[src/rtl/vq_decoder.sv]
// ---------------------------------------------------------------------------
// vq_decoder
//
// Reconstruction side of the 8x8 VEP vector quantiser. The block holds a
// local 64-entry copy of the trained codebook. After a start pulse it walks
// the index RAM once, one pixel per cycle. For every pixel it looks up the
// codeword named by the stored winner tag and writes that codeword to the
// output image RAM. A single done pulse marks the end of the image.
//
// Parameters
//   N_PIX   pixels per image (>= 2)
//   AW      address width of the index and output RAMs (2**AW >= N_PIX)
//
// Ports
//   clk      positive-edge clock
//   rst      asynchronous active-high reset (also clears the codebook)
//   start    one-cycle start pulse, honoured only in IDLE
//   busy     high from the cycle after start is accepted until done
//   done     one-cycle pulse after the last output write
//   cb_we    codebook write enable (ignored unless IDLE)
//   cb_addr  codebook entry, tag = {y[2:0], x[2:0]}
//   cb_data  codeword {B[23:16], G[15:8], R[7:0]}
//   IDX_A    index RAM read address
//   IDX_Q    index RAM read data, valid one cycle after IDX_A
//   O_A      output RAM address
//   O_D      reconstructed pixel
//   O_WE     output RAM write enable
// ---------------------------------------------------------------------------
module vq_decoder #(
  parameter int N_PIX = 16384,
  parameter int AW    = 14
) (
  input  logic          clk,
  input  logic          rst,
  input  logic          start,
  output logic          busy,
  output logic          done,
  input  logic          cb_we,
  input  logic [5:0]    cb_addr,
  input  logic [23:0]   cb_data,
  output logic [AW-1:0] IDX_A,
  input  logic [5:0]    IDX_Q,
  output logic [AW-1:0] O_A,
  output logic [23:0]   O_D,
  output logic          O_WE
);

  typedef enum logic [1:0] {
    S_IDLE = 2'd0,
    S_RUN  = 2'd1,
    S_DONE = 2'd2
  } state_t;

  localparam logic [AW-1:0] LAST_ADDR = AW'(N_PIX - 1);

  state_t        state;
  logic [23:0]   codebook [64];

  // Read side: rd_a is the address currently presented to the index RAM.
  // issue marks that rd_a has not yet been sampled by the RAM.
  logic [AW-1:0] rd_a;
  logic          issue;

  // v1/a1: IDX_Q holds valid data for address a1.
  logic          v1;
  logic [AW-1:0] a1;

  // Write stage registers, driven straight onto the output RAM port.
  logic          v2;
  logic [AW-1:0] o_a;
  logic [23:0]   o_d;

  // The codebook is writable only while idle, so the contents cannot change
  // under a running decode. A write in the same cycle as start still lands
  // before the first lookup, which happens two edges later.
  always_ff @(posedge clk or posedge rst) begin
    if (rst) begin
      for (int i = 0; i < 64; i++) begin
        codebook[i] <= 24'h000000;
      end
    end else if (cb_we && (state == S_IDLE)) begin
      codebook[cb_addr] <= cb_data;
    end
  end

  // Control FSM together with the three-stage pipeline: issue address, RAM
  // read, then lookup and write. DONE follows the edge that retires the
  // write of the last address. Using that condition, rather than a cycle
  // count, ties done to the actual final write.
  always_ff @(posedge clk or posedge rst) begin
    if (rst) begin
      state <= S_IDLE;
      busy  <= 1'b0;
      done  <= 1'b0;
      rd_a  <= '0;
      issue <= 1'b0;
      v1    <= 1'b0;
      a1    <= '0;
      v2    <= 1'b0;
      o_a   <= '0;
      o_d   <= 24'h000000;
    end else begin
      v1  <= 1'b0;
      v2  <= v1;
      o_a <= a1;
      if (v1) begin
        o_d <= codebook[IDX_Q];
      end

      case (state)
        S_IDLE: begin
          done <= 1'b0;
          if (start) begin
            state <= S_RUN;
            busy  <= 1'b1;
            rd_a  <= '0;
            issue <= 1'b1;
          end
        end

        S_RUN: begin
          if (issue) begin
            v1 <= 1'b1;
            a1 <= rd_a;
            // The counter stops at the last address instead of wrapping.
            if (rd_a == LAST_ADDR) begin
              issue <= 1'b0;
            end else begin
              rd_a <= rd_a + 1'b1;
            end
          end
          if (v2 && (o_a == LAST_ADDR)) begin
            state <= S_DONE;
            done  <= 1'b1;
            busy  <= 1'b0;
          end
        end

        S_DONE: begin
          done  <= 1'b0;
          state <= S_IDLE;
        end

        default: begin
          state <= S_IDLE;
          busy  <= 1'b0;
          done  <= 1'b0;
          issue <= 1'b0;
        end
      endcase
    end
  end

  assign IDX_A = rd_a;
  assign O_A   = o_a;
  assign O_D   = o_d;
  assign O_WE  = v2;

endmodule
[config.mk]
export PLATFORM = sky130hd
export DESIGN_NAME = vq_decoder
export DESIGN_NICKNAME = d
export VERILOG_FILES = /design/src/rtl/vq_decoder.sv
export SDC_FILE = /design/constraint.sdc
export NUM_CORES = 2
export LEC_CHECK = 0
export BUFFER_PORTS_ARGS = -buffer_cell sky130_fd_sc_hd__buf_2
export CORE_ASPECT_RATIO = 1.75
export CORE_UTILIZATION = 50
export CTS_CLUSTER_DIAMETER = 60
export DETAILED_ROUTE_END_ITERATION = 8
export PLACE_DENSITY = 0.68
export SYNTH_ARGS = -nofsm -noshare
export SYNTH_HDL_FRONTEND = slang
export SYNTH_SLANG_ARGS = --single-unit
[constraint.sdc]
create_clock -name clk -period 47.4 [get_ports clk]
set_input_delay 2.37 -clock clk [delete_from_list [all_inputs] [get_ports clk]]
set_output_delay 2.37 -clock clk [all_outputs]
set_load 0.005 [all_outputs]
==> impl_metrics.yaml <==
worst_setup_path:
  crit_fanout: 159
  criticalPathCategory: "input port to async pin"
  startpoint_type: "input port"
  cpMostUsedCell: "buf_4"
  path_depth: 8
  cp_cell_sequence: "buf_2 > clkinvlp_4 > buf_4 > buf_4 > buf_4 > buf_4 > buf_12 > buf_4"
  reg2regPathDepth: 6
  cp_top_family: "buffers and inverters"
  cp_data_required_time_ns: 48.14
  crit_path_max_incr_delay_ns: 0.90
  crit_arrival_ns: 7.94
  worst-path-buf-inv: 8
  crit_path_top_delay_cell: "buf_4"
  crit_path_end_kind: "async pin"
clocking:
  clkLatencyLatePin_ns: 0.78
  cts_tree: "done"
  hold_buffers: 0
  cts_setup_buffers: 0
  clk_pin_slew_ns: 0.06
  numCtsBuffers: 145
  clockBufferDepth: 3
  clock_tree.root_cell: "clkbuf_16"
  cts-htree-levels: 4
  cts_resized: 0
  cts.sinks: 1609
global_routing:
  grt-ovfl-total: 0
  track_usage: 0.2843
  grt_antenna_before_repair: 18
  grt_max_degree: 190
  grt_first_pass_wirelength_mm: 305.6
  grt_pass1_vias: 45140
floorplan:
  ios: 95
  fp.dieW_um: 290.7
  initial_core_util: 0.5032
  fp-row-count: 185
  die_h_um: 507.2
  dieArea_mm2: 0.1474
  design.core.area_mm2: 0.1449
placement:
  gp_congestion: 0.9245
  pre_cts_ws_ns: 39.26
  dpl.hpwl_mm: 123.3
  portBuffers: 94
  place_inst: 6541
yosys:
  synth.avg_cell_area_um2: 14.78
  ys_ff_latch: 1609
  synth_edf_count: 0
  synth_flop_cell: "dfrtp_1"
  ys_seq_area_frac: 0.5522
  synthCells: 4935
  yosys_warnings: 0
  netlist_area_mm2: 0.07291
  syn-num-nets: 4976
  async_flop_share: 1.000
  post_synth_num_cell_types: 62
hold_path:
  holdCritPathClass: "register to register"
  hold_depth: 0
sta:
  relSlewSlack: 0.1487
  tightest_slew_ns: 1.264
  fin_setup_tns_ns: 0
  max_freq_mhz: 138.9
  drv_slew: 0
  finalCriticalPeriod_ns: 7.200
  hold_violations: 0
  rsz0062_at_grt: "false"
  layout_worst_path_cycle_share: 0.1519
  hold_ws_ns: 0.3692
  setup_viol: 0
  finalWorstSetupSlack_ns: 40.20
  finClkSkew_ns: 0.01674
final_layout:
  fin_nets: 4859
  post-route-util: 0.5481
  drive_above_1_share: 0.4582
  mostFrequentLayoutCell: "dfrtp_1"
  area_growth_pct: 8.930
  mostFrequentLayoutCells: "1609 x dfrtp_1, 1476 x mux2_2, 338 x mux2i_1, 239 x mux4_2, 149 x clkbuf_16"
  stdcell_count: 6813
pwr:
  pwr_density_cell_mw_per_mm2: 34.34
  ir_worst_vdd_mv: 0.03157
  p_leak_nw: 39.34
route:
  via_per_inst: 6.243
  vias: 42530
  drt-wirelength-per-cell_um: 30.31
  drc: 0
  drt_iter0_markers: 2740
  wirelength_mm: 206.5
  ant_nets: 0
  firstDrtPassIters: 5
job:
  drv_cap: 0
run_status:
  run_status: "completed"
## cell families after synthesis
kind of cell / after synthesis / synth area share
flops: 1609 / 0.5522
compound gates: 343 / 0.03231
buf+inv: 487 / 0.03154
mux: 2113 / 0.3574
xor+xnor: 1 / 0.0001201
fa+ha+maj: 1 / 0.0001716
simple gates: 381 / 0.02622
## per-layer routing
layer,GRT usage,part of all wire
met2,0.4852,0.50
met3,0.04968,0.048
met1,0.3225,0.37
met4,0.2041,0.082
met5,0,0.00031
## per-stage QoR
stage	total power, mW	area, um2
detailed placement	1.573	74670
finish	2.728	79430
CTS	2.749	79400
global placement	1.570	74670
floorplan	1.521	72920
global route	2.811	79410
## final cells by class
cell class              count  area (um2)
multi-input cells        2839       30570
clock buffers             224        4380
flip-flops and latches   1609       40260
diodes                      9       22.52
repair buffers            219        1479
fillers                 11710       65480
well taps                1870        2340
clock inverters            39       349.1
inverters                   4       20.02
## flip-flops by register name, summed over array words and instances (netlist names)
name,count
done,1
v1,1
O_A,14
O_WE,1
issue,1
IDX_A,14
state,2
a1,14
codebook,1536
busy,1
O_D,24
## cell usage after synthesis (3+ instances only)
library cell / instances / share of area
o21ai_1: 24 / 0.0016
a22oi_1: 50 / 0.0051
o21ai_0: 81 / 0.0056
a221oi_1: 24 / 0.0029
buf_1: 31 / 0.0016
a41oi_1: 24 / 0.0029
nor2_1: 94 / 0.0048
a21oi_1: 9 / 0.00062
nand3_1: 6 / 0.00041
nand2_1: 130 / 0.0067
nor4_1: 25 / 0.0021
nand2_2: 24 / 0.0021
or3_1: 6 / 0.00051
or2_2: 3 / 0.00026
nand2b_1: 6 / 0.00051
buf_4: 40 / 0.0041
inv_1: 3 / 0.00015
mux2_1: 60 / 0.0093
nand3b_1: 3 / 0.00031
buf_2: 166 / 0.011
mux2i_1: 338 / 0.046
buf_6: 15 / 0.0023
o2111ai_1: 23 / 0.0028
and3_1: 5 / 0.00043
o22ai_1: 72 / 0.0062
mux4_2: 239 / 0.074
clkbuf_1: 230 / 0.012
nor2_2: 11 / 0.00094
nand4_1: 4 / 0.00034
mux2_2: 1476 / 0.23
nor2b_1: 35 / 0.0030
dfrtp_1: 1609 / 0.55
and2_1: 5 / 0.00043
a221o_1: 24 / 0.0033
nor3b_1: 3 / 0.00031
## worst register-to-register path, cell delays in order (launching register included)
cell and delay, ns:
dfrtp_1 0.56, nor2_2 0.22, nand3_2 0.21, nor2_1 0.96
nand2_1 0.71, buf_4 0.50, mux2_2 0.34
## power breakdown
group / internal [mW] / total [mW] / leakage (nW) / switching, mW
Combinational: 0.0390 / 0.146 / 14.6 / 0.107
Sequential: 1.39 / 1.40 / 22.4 / 0.0129
Clock: 0.651 / 1.18 / 2.35 / 0.530
Total: 2.08 / 2.73 / 39.3 / 0.650
## path summary, 6_finish.rpt
path                          start              to  slack [ns]
setup / recovery                rst  codebook[1297]       40.20
hold reg to reg              a1[13]         O_A[13]        0.37
max in group clk           IDX_Q[2]          O_D[8]       40.45
min in group asynchronous       rst   codebook[638]        1.71
setup reg to reg           state[1]    codebook[68]       43.78
hold / removal               a1[13]         O_A[13]        0.37
Note: power is estimated with default switching activity, not from simulation.
